==> config.mk <==
export PLATFORM = sky130hd
export DESIGN_NAME = change_tracer
export DESIGN_NICKNAME = d
export VERILOG_FILES = /design/src/rtl/trace_pkg.sv /design/src/rtl/sync_fifo.sv /design/src/rtl/change_tracer.sv
export SDC_FILE = /design/constraint.sdc
export NUM_CORES = 1
export LEC_CHECK = 0
export BUFFER_PORTS_ARGS = -buffer_cell sky130_fd_sc_hd__buf_4
export CAP_MARGIN = 20
export CORE_MARGIN = 3
export CORE_UTILIZATION = 60
export DETAILED_ROUTE_END_ITERATION = 7
export PLACE_DENSITY = 0.87
export SETUP_SLACK_MARGIN = 0.1
export SYNTH_ARGS = -nofsm -noshare
export SYNTH_HDL_FRONTEND = slang
export SYNTH_SLANG_ARGS = --single-unit
==> constraint.sdc <==
create_clock -name clk -period 4.4 [get_ports clk]
set_clock_uncertainty 0.15 [all_clocks]
set_input_delay 0 -clock clk [delete_from_list [all_inputs] [get_ports clk]]
set_output_delay 0 -clock clk [all_outputs]
set_load 0.02 [all_outputs]
==> src/rtl/trace_pkg.sv <==
// trace_pkg: record layout shared by the change tracer and its FIFO.
// Holds the record width helper, field offsets and the default packed record.
package trace_pkg;

    localparam int WIDTH_DEF = 6;
    localparam int TS_W_DEF  = 16;

    // Record layout, LSB first: value, timestamp, overflow flag.
    localparam int VALUE_LSB = 0;
    localparam int TS_LSB    = WIDTH_DEF;
    localparam int OVF_BIT   = WIDTH_DEF + TS_W_DEF;

    function automatic int rec_w(input int width, input int ts_w);
        return width + ts_w + 1;
    endfunction

    function automatic int ts_lsb(input int width);
        return width;
    endfunction

    function automatic int ovf_bit(input int width, input int ts_w);
        return width + ts_w;
    endfunction

    typedef struct packed {
        logic                ovf;
        logic [TS_W_DEF-1:0] ts;
        logic [WIDTH_DEF-1:0] value;
    } trace_rec_t;

endpackage

==> src/rtl/sync_fifo.sv <==
// sync_fifo: single-clock FIFO with extra-MSB pointers; push while full is legal with a same-cycle pop.
// Ports: clk, rst_n (async active-low), push/wdata, pop, rdata (head, 0 when empty), full, empty.
module sync_fifo #(
    parameter int DW    = 8,
    parameter int DEPTH = 8
) (
    input  logic          clk,
    input  logic          rst_n,
    input  logic          push,
    input  logic [DW-1:0] wdata,
    input  logic          pop,
    output logic [DW-1:0] rdata,
    output logic          full,
    output logic          empty
);

    localparam int AW = $clog2(DEPTH);

    logic [AW:0]   wptr, rptr;
    logic [DW-1:0] mem [DEPTH];
    logic          do_push, do_pop;

    assign empty   = wptr == rptr;
    assign full    = (wptr[AW] != rptr[AW]) && (wptr[AW-1:0] == rptr[AW-1:0]);
    assign do_pop  = pop && !empty;
    assign do_push = push && (!full || do_pop);
    // Storage is not reset, so the head is masked until a record exists.
    assign rdata   = empty ? '0 : mem[rptr[AW-1:0]];

    always_ff @(posedge clk or negedge rst_n) begin
        if (!rst_n) begin
            wptr <= '0;
            rptr <= '0;
        end else begin
            if (do_push) wptr <= wptr + 1'b1;
            if (do_pop)  rptr <= rptr + 1'b1;
        end
    end

    always_ff @(posedge clk) begin
        if (do_push) mem[wptr[AW-1:0]] <= wdata;
    end

endmodule

==> src/rtl/change_tracer.sv <==
// change_tracer: records each change of a sampled bus as a timestamped record on a valid/ready stream.
// Ports: clk, rst_n (async active-low), sample_en/din (monitored bus), out_valid/out_ready (stream
// handshake), out_value/out_ts/out_ovf (head record), drop_cnt (saturating count of dropped records).
module change_tracer
    import trace_pkg::*;
#(
    parameter int WIDTH  = 6,
    parameter int DEPTH  = 8,
    parameter int TS_W   = 16,
    parameter int DROP_W = 8
) (
    input  logic              clk,
    input  logic              rst_n,
    input  logic              sample_en,
    input  logic [WIDTH-1:0]  din,
    output logic              out_valid,
    input  logic              out_ready,
    output logic [WIDTH-1:0]  out_value,
    output logic [TS_W-1:0]   out_ts,
    output logic              out_ovf,
    output logic [DROP_W-1:0] drop_cnt
);

    localparam int RW = rec_w(WIDTH, TS_W);

    logic [TS_W-1:0]  ts;
    logic [WIDTH-1:0] prev;
    logic             first, ovf_pend;
    logic             full, empty, change, pop, accept, drop;
    logic [RW-1:0]    rec, head;

    assign out_valid = !empty;
    assign pop       = out_valid && out_ready;
    assign change    = sample_en && (first || din != prev);
    // A full FIFO still takes the record when the head leaves in the same cycle.
    assign accept    = change && (!full || pop);
    assign drop      = change && !accept;
    assign rec       = {ovf_pend, ts, din};

    assign out_value = head[WIDTH-1:0];
    assign out_ts    = head[ts_lsb(WIDTH) +: TS_W];
    assign out_ovf   = head[ovf_bit(WIDTH, TS_W)];

    sync_fifo #(.DW(RW), .DEPTH(DEPTH)) u_fifo (
        .clk   (clk),
        .rst_n (rst_n),
        .push  (accept),
        .wdata (rec),
        .pop   (pop),
        .rdata (head),
        .full  (full),
        .empty (empty)
    );

    always_ff @(posedge clk or negedge rst_n) begin
        if (!rst_n) begin
            ts       <= '0;
            prev     <= '0;
            first    <= 1'b1;
            ovf_pend <= 1'b0;
            drop_cnt <= '0;
        end else begin
            ts <= ts + 1'b1;
            // The change reference advances even when the record itself is dropped.
            if (change) begin
                prev  <= din;
                first <= 1'b0;
            end
            ovf_pend <= drop ? 1'b1 : accept ? 1'b0 : ovf_pend;
            if (drop && drop_cnt != '1) drop_cnt <= drop_cnt + 1'b1;
        end
    end

endmodule

==> flow_summary.json, run 1 <==
{
  "status": "complete, no violations",
  "ys.flop_type": "edfxtp_1",
  "synth_compound_area_share_pct": 0.463,
  "ys_async_sr_fraction_pct": 17.9,
  "cts_tree": "built",
  "crit_path_cell_trace": "xor2_1 > nor3_1 > nand2_1 > nand2b_1 > nor3_2 > buf_4",
  "worst_pin_slew_ns": 0.952,
  "cp-end-kind": "register",
  "cap_violations": 0,
  "finalCriticalPeriod_ns": 3.31,
  "multi_input_area_um2": 2290,
  "htreeDepth": 1,
  "path_clk_slew_ns": 0.06,
  "critical_path_class": "register to register",
  "syn_avg_cell_area_um2": 19.3,
  "synth.cell_area_um2": 8920,
  "viasPerCell": 6.18,
  "postPlaceCellArea_um2": 9450,
  "firstDrtPassIters": 5,
  "synthXorXnorAreaFrac_pct": 3.44,
  "p_leak_nw": 3.70,
  "antenna_found_initial": 0,
  "ioPinCount": 42,
  "wl_per_cell_um": 23.6,
  "syn-num-nets": 475,
  "fin_tns_setup_ns": 0,
  "antenna_cells": 0,
  "synthCells": 461,
  "whs_ns": 0.118,
  "gr-total-overflow": 0,
  "route.final.wire_length_um": 17000,
  "dr_wl_met2_um": 9150,
  "final_common_cell": "edfxtp_1",
  "synth_edf_count": 184,
  "vias": 4459,
  "grt_start_max_net_pins": 50,
  "fin_area_um2": 10300,
  "worstSkewPairLatency_ns": 0.50,
  "yosysSeqAreaShare_pct": 73.2,
  "synthAdderAreaFrac_pct": 0.561,
  "nFillCells": 802,
  "place.gp.congestion": 0.748,
  "setup.worst_path.start_class": "register",
  "initial_core_util_pct": 62.8,
  "post_cts_buffers": 0,
  "ys_ff_latch": 224,
  "cts_resized": 0,
  "slew_violations": 0,
  "portBuffers": 41,
  "hpwlAfterDp_um": 9620,
  "r2r_setup_slack_ns": 1.09,
  "routed-wl-met3_um": 805,
  "holdBufCountCts": 11,
  "grt_pass1_wl_um": 27300,
  "ir_drop_v": 0.000372,
  "area_growth_pct": 15.1,
  "cp_data_arrival_time_ns": 3.33,
  "synth_simple_gate_area_share_pct": 4.98,
  "period_share_pct": 75.2,
  "rsz0062_at_grt": "false",
  "synth_mux_area_share_pct": 15.7,
  "critPathMaxStageDelay_ns": 0.76,
  "min_path_type": "input pin to register",
  "seqCellArea_um2": 6530,
  "root_buffer": "clkbuf_16",
  "synth_top_family_by_area": "multiplexers",
  "row_count": 43,
  "path_max_fanout": 14,
  "met1Wirelength_um": 6630,
  "setup_viol": 0,
  "postRouteAntennaNets": 0,
  "drive_gt1_share_pct": 29.3,
  "yosys_warnings": 0,
  "fmax_mhz": 302,
  "die_area_um2": 16400,
  "power.density_nw_per_um2": 663,
  "dieWidth_um": 128,
  "drc_errors": 0,
  "drt-initial-drc-count": 293,
  "grt_pass1_vias": 4860,
  "timing.final.hold_violations": 0,
  "core_area_um2": 14200,
  "highest_layer": "met4",
  "cts.sinks": 224,
  "slew_headroom_pct": 36.5,
  "ctsLongestPathBuffers": 3,
  "cp.required_ns": 4.42,
  "cts_buffers": 22,
  "layout_common_cells": "edfxtp_1, buf_4, mux4_2",
  "die_h_um": 128,
  "nets": 541,
  "critPathSlowestCell": "nor3_2",
  "gr-usage-all-layers_pct": 21.8,
  "synth_cell_types": 34
}
-- metal layers --
layer	GRT usage (%)	vias to the layer above
li1	-	1938
met1	28.6	2356
met2	38.4	128
met3	3.25	37
met4	6.05	0
met5	0	-
-- logic make-up (layout without fill, tap and decap cells) --
logic type	count (synthesis)	count (layout)
AO/OA/AOI/OAI	3	3
XOR/XNOR	35	35
adder cells (fa/ha/maj)	4	4
buffers and inverters	29	110
AND/OR/NAND/NOR	86	86
multiplexers	80	80
flip-flops	224	224
-- layout make-up --
type	count	area share, %
Clock buffer	35	6.23
Clock inverter	4	0.305
Inverter	6	0.219
Multi-Input combinational cell	208	22.3
Sequential cell	224	63.6
Tap cell	180	2.19
Timing Repair Buffer	65	5.19
-- Yosys cell counts, drive strengths merged (5+ instances only) --
cell / instances / area share, %
xor2: 18 / 1.8
buf: 16 / 1.1
mux4: 46 / 12
nor3: 10 / 0.67
nor4: 5 / 0.35
nor2: 28 / 1.2
xnor2: 17 / 1.7
mux2i: 23 / 2.6
nand2: 12 / 0.51
inv: 6 / 0.25
mux2: 11 / 1.5
dfrtp: 39 / 11
clkbuf: 7 / 0.29
nand3: 12 / 0.67
edfxtp: 184 / 62
-- final timing paths --
kind | start | end | cells past startpoint
min in group asynchronous | rst_n | first | 3
max reg2reg | u_fifo.wptr[2] | u_fifo.mem[1][10] | 6
max in group asynchronous | rst_n | u_fifo.rptr[1] | 4
max | u_fifo.wptr[2] | u_fifo.mem[1][10] | 6
min | sample_en | first | 3
min reg2reg | first | first | 1
-- stage by stage --
step	cells	utilization, %	power, mW	worst slack, ns
after detailed placement	670	66.6	5.14	0.941
after CTS	720	72.1	6.88	0.952
after floorplan	461	-	4.34	0.469
final	722	72.3	6.81	1.09
after global placement	670	66.6	5.06	1.15
after global routing	722	72.3	7.14	0.884
-- state kept, by name, summed over array words and instances, names as in the netlist --
signal and flops:
u_fifo.mem 184, ts 16, drop_cnt 8, prev 6, u_fifo.rptr 4, u_fifo.wptr 4
first 1, ovf_pend 1
-- report_power, final --
part	internal (mW)	total [mW]	switching (mW)
logic	1.04	2.33	1.29
clock network	0.996	1.72	0.720
registers	2.62	2.76	0.141
total	4.65	6.81	2.15
-- worst max-delay path, delay by kind of cell, from the launching register on --
kind | cells | cell delay [ns]
xor+xnor | 1 | 0.33
buf+inv | 1 | 0.40
flops | 1 | 0.56
simple gates | 4 | 1.54
Note: power is estimated with default switching activity, not from simulation.
==> run 2, diff against run 1 <==
ABC_AREA = 1   (was unset)
clock period = 3.4 ns   (was 4.4 ns; I/O delays follow)
==> run 2 against run 1 <==
Net effect:
- cell count rose by 43%
- sequential power rose by 27%
- critical path depth rose by 1
- die area rose by 3.4%
- non-clock buffer count rose by 3
- critical path type is now register to output pin
- largest power group unchanged
==> flow_summary.json, run 2 <==
{
  "cap_violations": 0,
  "dieWidth_um": 130,
  "drc_errors": 0,
  "final_common_cell": "edfxtp_1",
  "nFillCells": 942,
  "slew_headroom_pct": 53.4,
  "die_h_um": 130,
  "synthCells": 784,
  "ys_ff_latch": 224,
  "power.density_nw_per_um2": 862,
  "synth_cell_types": 30,
  "slew_violations": 0,
  "antenna_cells": 0,
  "area_growth_pct": 14.0,
  "ys_top_cells_by_count": "edfxtp_1, nor2_1, nand2_1, o21ai_0, o21ai_1",
  "hpwlAfterDp_um": 11600,
  "synth.most_common_cell": "edfxtp_1",
  "placed_cells": 984,
  "initial_core_util_pct": 62.4,
  "ctsLongestPathBuffers": 3,
  "seqCellArea_um2": 6530,
  "route.final.wire_length_um": 20400,
  "ys.flop_type": "edfxtp_1",
  "yosysTopAreaCellShare_pct": 59.8,
  "synth_edf_count": 184,
  "gr-total-overflow": 0,
  "synth_top_area_cell": "edfxtp_1",
  "finalCriticalPeriod_ns": 2.95,
  "r2r_setup_slack_ns": 0.59,
  "htreeDepth": 1,
  "p_leak_nw": 4.03,
  "synth_simple_gate_area_share_pct": 12.6,
  "largest_reg_flops": 184,
  "cp_data_arrival_time_ns": 2.80,
  "postRouteAntennaNets": 0,
  "grt_pass1_wl_um": 31800,
  "grt_start_max_net_pins": 65,
  "core_area_um2": 14800,
  "holdPathStages": 2,
  "synth_mux_area_share_pct": 0,
  "layout_common_cells": "edfxtp_1, nor2_1, nand2_1",
  "syn_avg_cell_area_um2": 11.8,
  "die_area_um2": 16900,
  "fmax_mhz": 339,
  "cts_buffers": 22,
  "timing.final.hold_violations": 0,
  "vias": 6201,
  "min_path_type": "input pin to register",
  "cts_tree": "built",
  "setup_viol": 0,
  "fin_cells": 1034,
  "antenna_found_initial": 0,
  "synth.cell_area_um2": 9240,
  "viasPerCell": 6.00,
  "cts.sinks": 224,
  "cp-end-kind": "output pin",
  "portBuffers": 41,
  "worstSetupStartpoint": "u_fifo.rptr[0]",
  "wl_per_cell_um": 19.7,
  "grt_pass1_vias": 6128,
  "nets": 849,
  "reg2reg_depth": 9,
  "post_cts_buffers": 0,
  "setup.worst_path.start_class": "register",
  "path_clk_slew_ns": 0.06,
  "fin_tns_setup_ns": 0,
  "yosysSeqAreaShare_pct": 70.7,
  "synthXorXnorAreaFrac_pct": 2.55,
  "drt-initial-drc-count": 642,
  "yosys-top-cells-area": "edfxtp_1, dfrtp_1, nor2_1",
  "drive_gt1_share_pct": 13.6,
  "status": "complete, no violations",
  "period_share_pct": 86.8,
  "ioPinCount": 42,
  "multi_input_area_um2": 2380,
  "worstSkewPairLatency_ns": 0.49,
  "ys_async_sr_fraction_pct": 17.9,
  "ir_drop_v": 0.000827,
  "root_buffer": "clkbuf_16",
  "cp.required_ns": 3.25,
  "worstReg2RegStart": "first",
  "critical_path_class": "register to output pin",
  "synth_top_family_by_area": "simple AND/OR/NAND/NOR gates",
  "rsz0062_at_grt": "false",
  "gr-usage-all-layers_pct": 24.3,
  "cp-endpoint": "out_ts[6]",
  "synthAdderAreaFrac_pct": 0.542,
  "firstDrtPassIters": 5,
  "place.gp.congestion": 0.820,
  "synth_compound_area_share_pct": 9.89,
  "syn-num-nets": 798,
  "yosys_warnings": 0,
  "path_max_fanout": 64,
  "row_count": 44,
  "rr_endpoint": "u_fifo.mem[4][20]",
  "worst_pin_slew_ns": 0.700
}
==> run 2: cell count changes after synthesis, sizes merged, moves of 5 or more <==
cell	change
clkbuf	+15
inv	+31
mux2	-11
mux2i	-23
mux4	-46
nand2	+75
nand4	+5
nor2	+136
nor4	-5
o21ai	+122
o22ai	+46
xnor2	-8
==> run 2: worst min path at each step <==
stage / from / endpoint / slack (ns)
2_1_floorplan: rst_n / drop_cnt[0] / -0.45
3_3_place_gp: rst_n / drop_cnt[4] / -0.14
3_5_place_dp: rst_n / drop_cnt[3] / -0.13
4_1_cts: din[1] / u_fifo.mem[6][1] / 0.15
5_1_grt: din[1] / u_fifo.mem[1][1] / 0.18
6_report: din[1] / u_fifo.mem[4][1] / 0.17
==> run 2: layout make-up <==
cell class / count / area share, %
clock buffers: 36 / 6.02
clock inverters: 3 / 0.404
inverters: 38 / 1.37
multi-input cells: 481 / 22.6
flip-flops and latches: 224 / 62.0
well taps: 184 / 2.19
repair buffers: 68 / 5.44
==> run 2: what timing repair did <==
| action | CTS | global route |
|---|---|---|
| gates resized for setup | 0 | 0 |
| hold endpoints to repair | 115 | 0 |
| hold buffers | 11 | 0 |
==> run 2: routing by layer <==
layer  up-vias  GRT usage, %  share of wire [%]
li1       2858             -                  -
met1      3015          33.1                 40
met2       278          40.0                 50
met3        50          3.56                7.1
met4         0          9.41                3.0
met5         -             0                  0
==> run 2: cells by family after synthesis <==
logic type,Yosys count
adder cells (fa/ha/maj),4
flip-flops,224
AO/OA/AOI/OAI,171
AND/OR/NAND/NOR,280
buffers and inverters,79
XOR/XNOR,26
==> run 2: power by group <==
group | switching (mW) | internal, mW | total [mW]
clock network | 0.944 | 1.35 | 2.29
logic | 2.14 | 1.14 | 3.28
registers | 0.229 | 3.28 | 3.51
==> run 2: worst max-delay path, cell delays in order, from the launching register on <==
cell and delay (ns):
dfrtp_2 0.66, inv_2 0.53, buf_12 0.36, o21ai_1 0.14, o22ai_1 0.17, o21ai_1 0.08, nor2_1 0.17, buf_4 0.17
==> run 2: through the flow <==
step | cell area (um^2) | setup WS (ns) | hold slack, ns | utilization (%) | total power [mW]
final | 10500 | 0.450 | 0.166 | 71.1 | 9.07
after global routing | 10500 | 0.260 | 0.179 | 71.1 | 9.53
after CTS | 10500 | 0.466 | 0.154 | 71.1 | 9.11
after detailed placement | 9730 | 0.665 | -0.125 | 65.7 | 6.79
after global placement | 9730 | 0.832 | -0.136 | 65.7 | 6.68
after floorplan | 9240 | 0.670 | -0.446 | - | 5.67
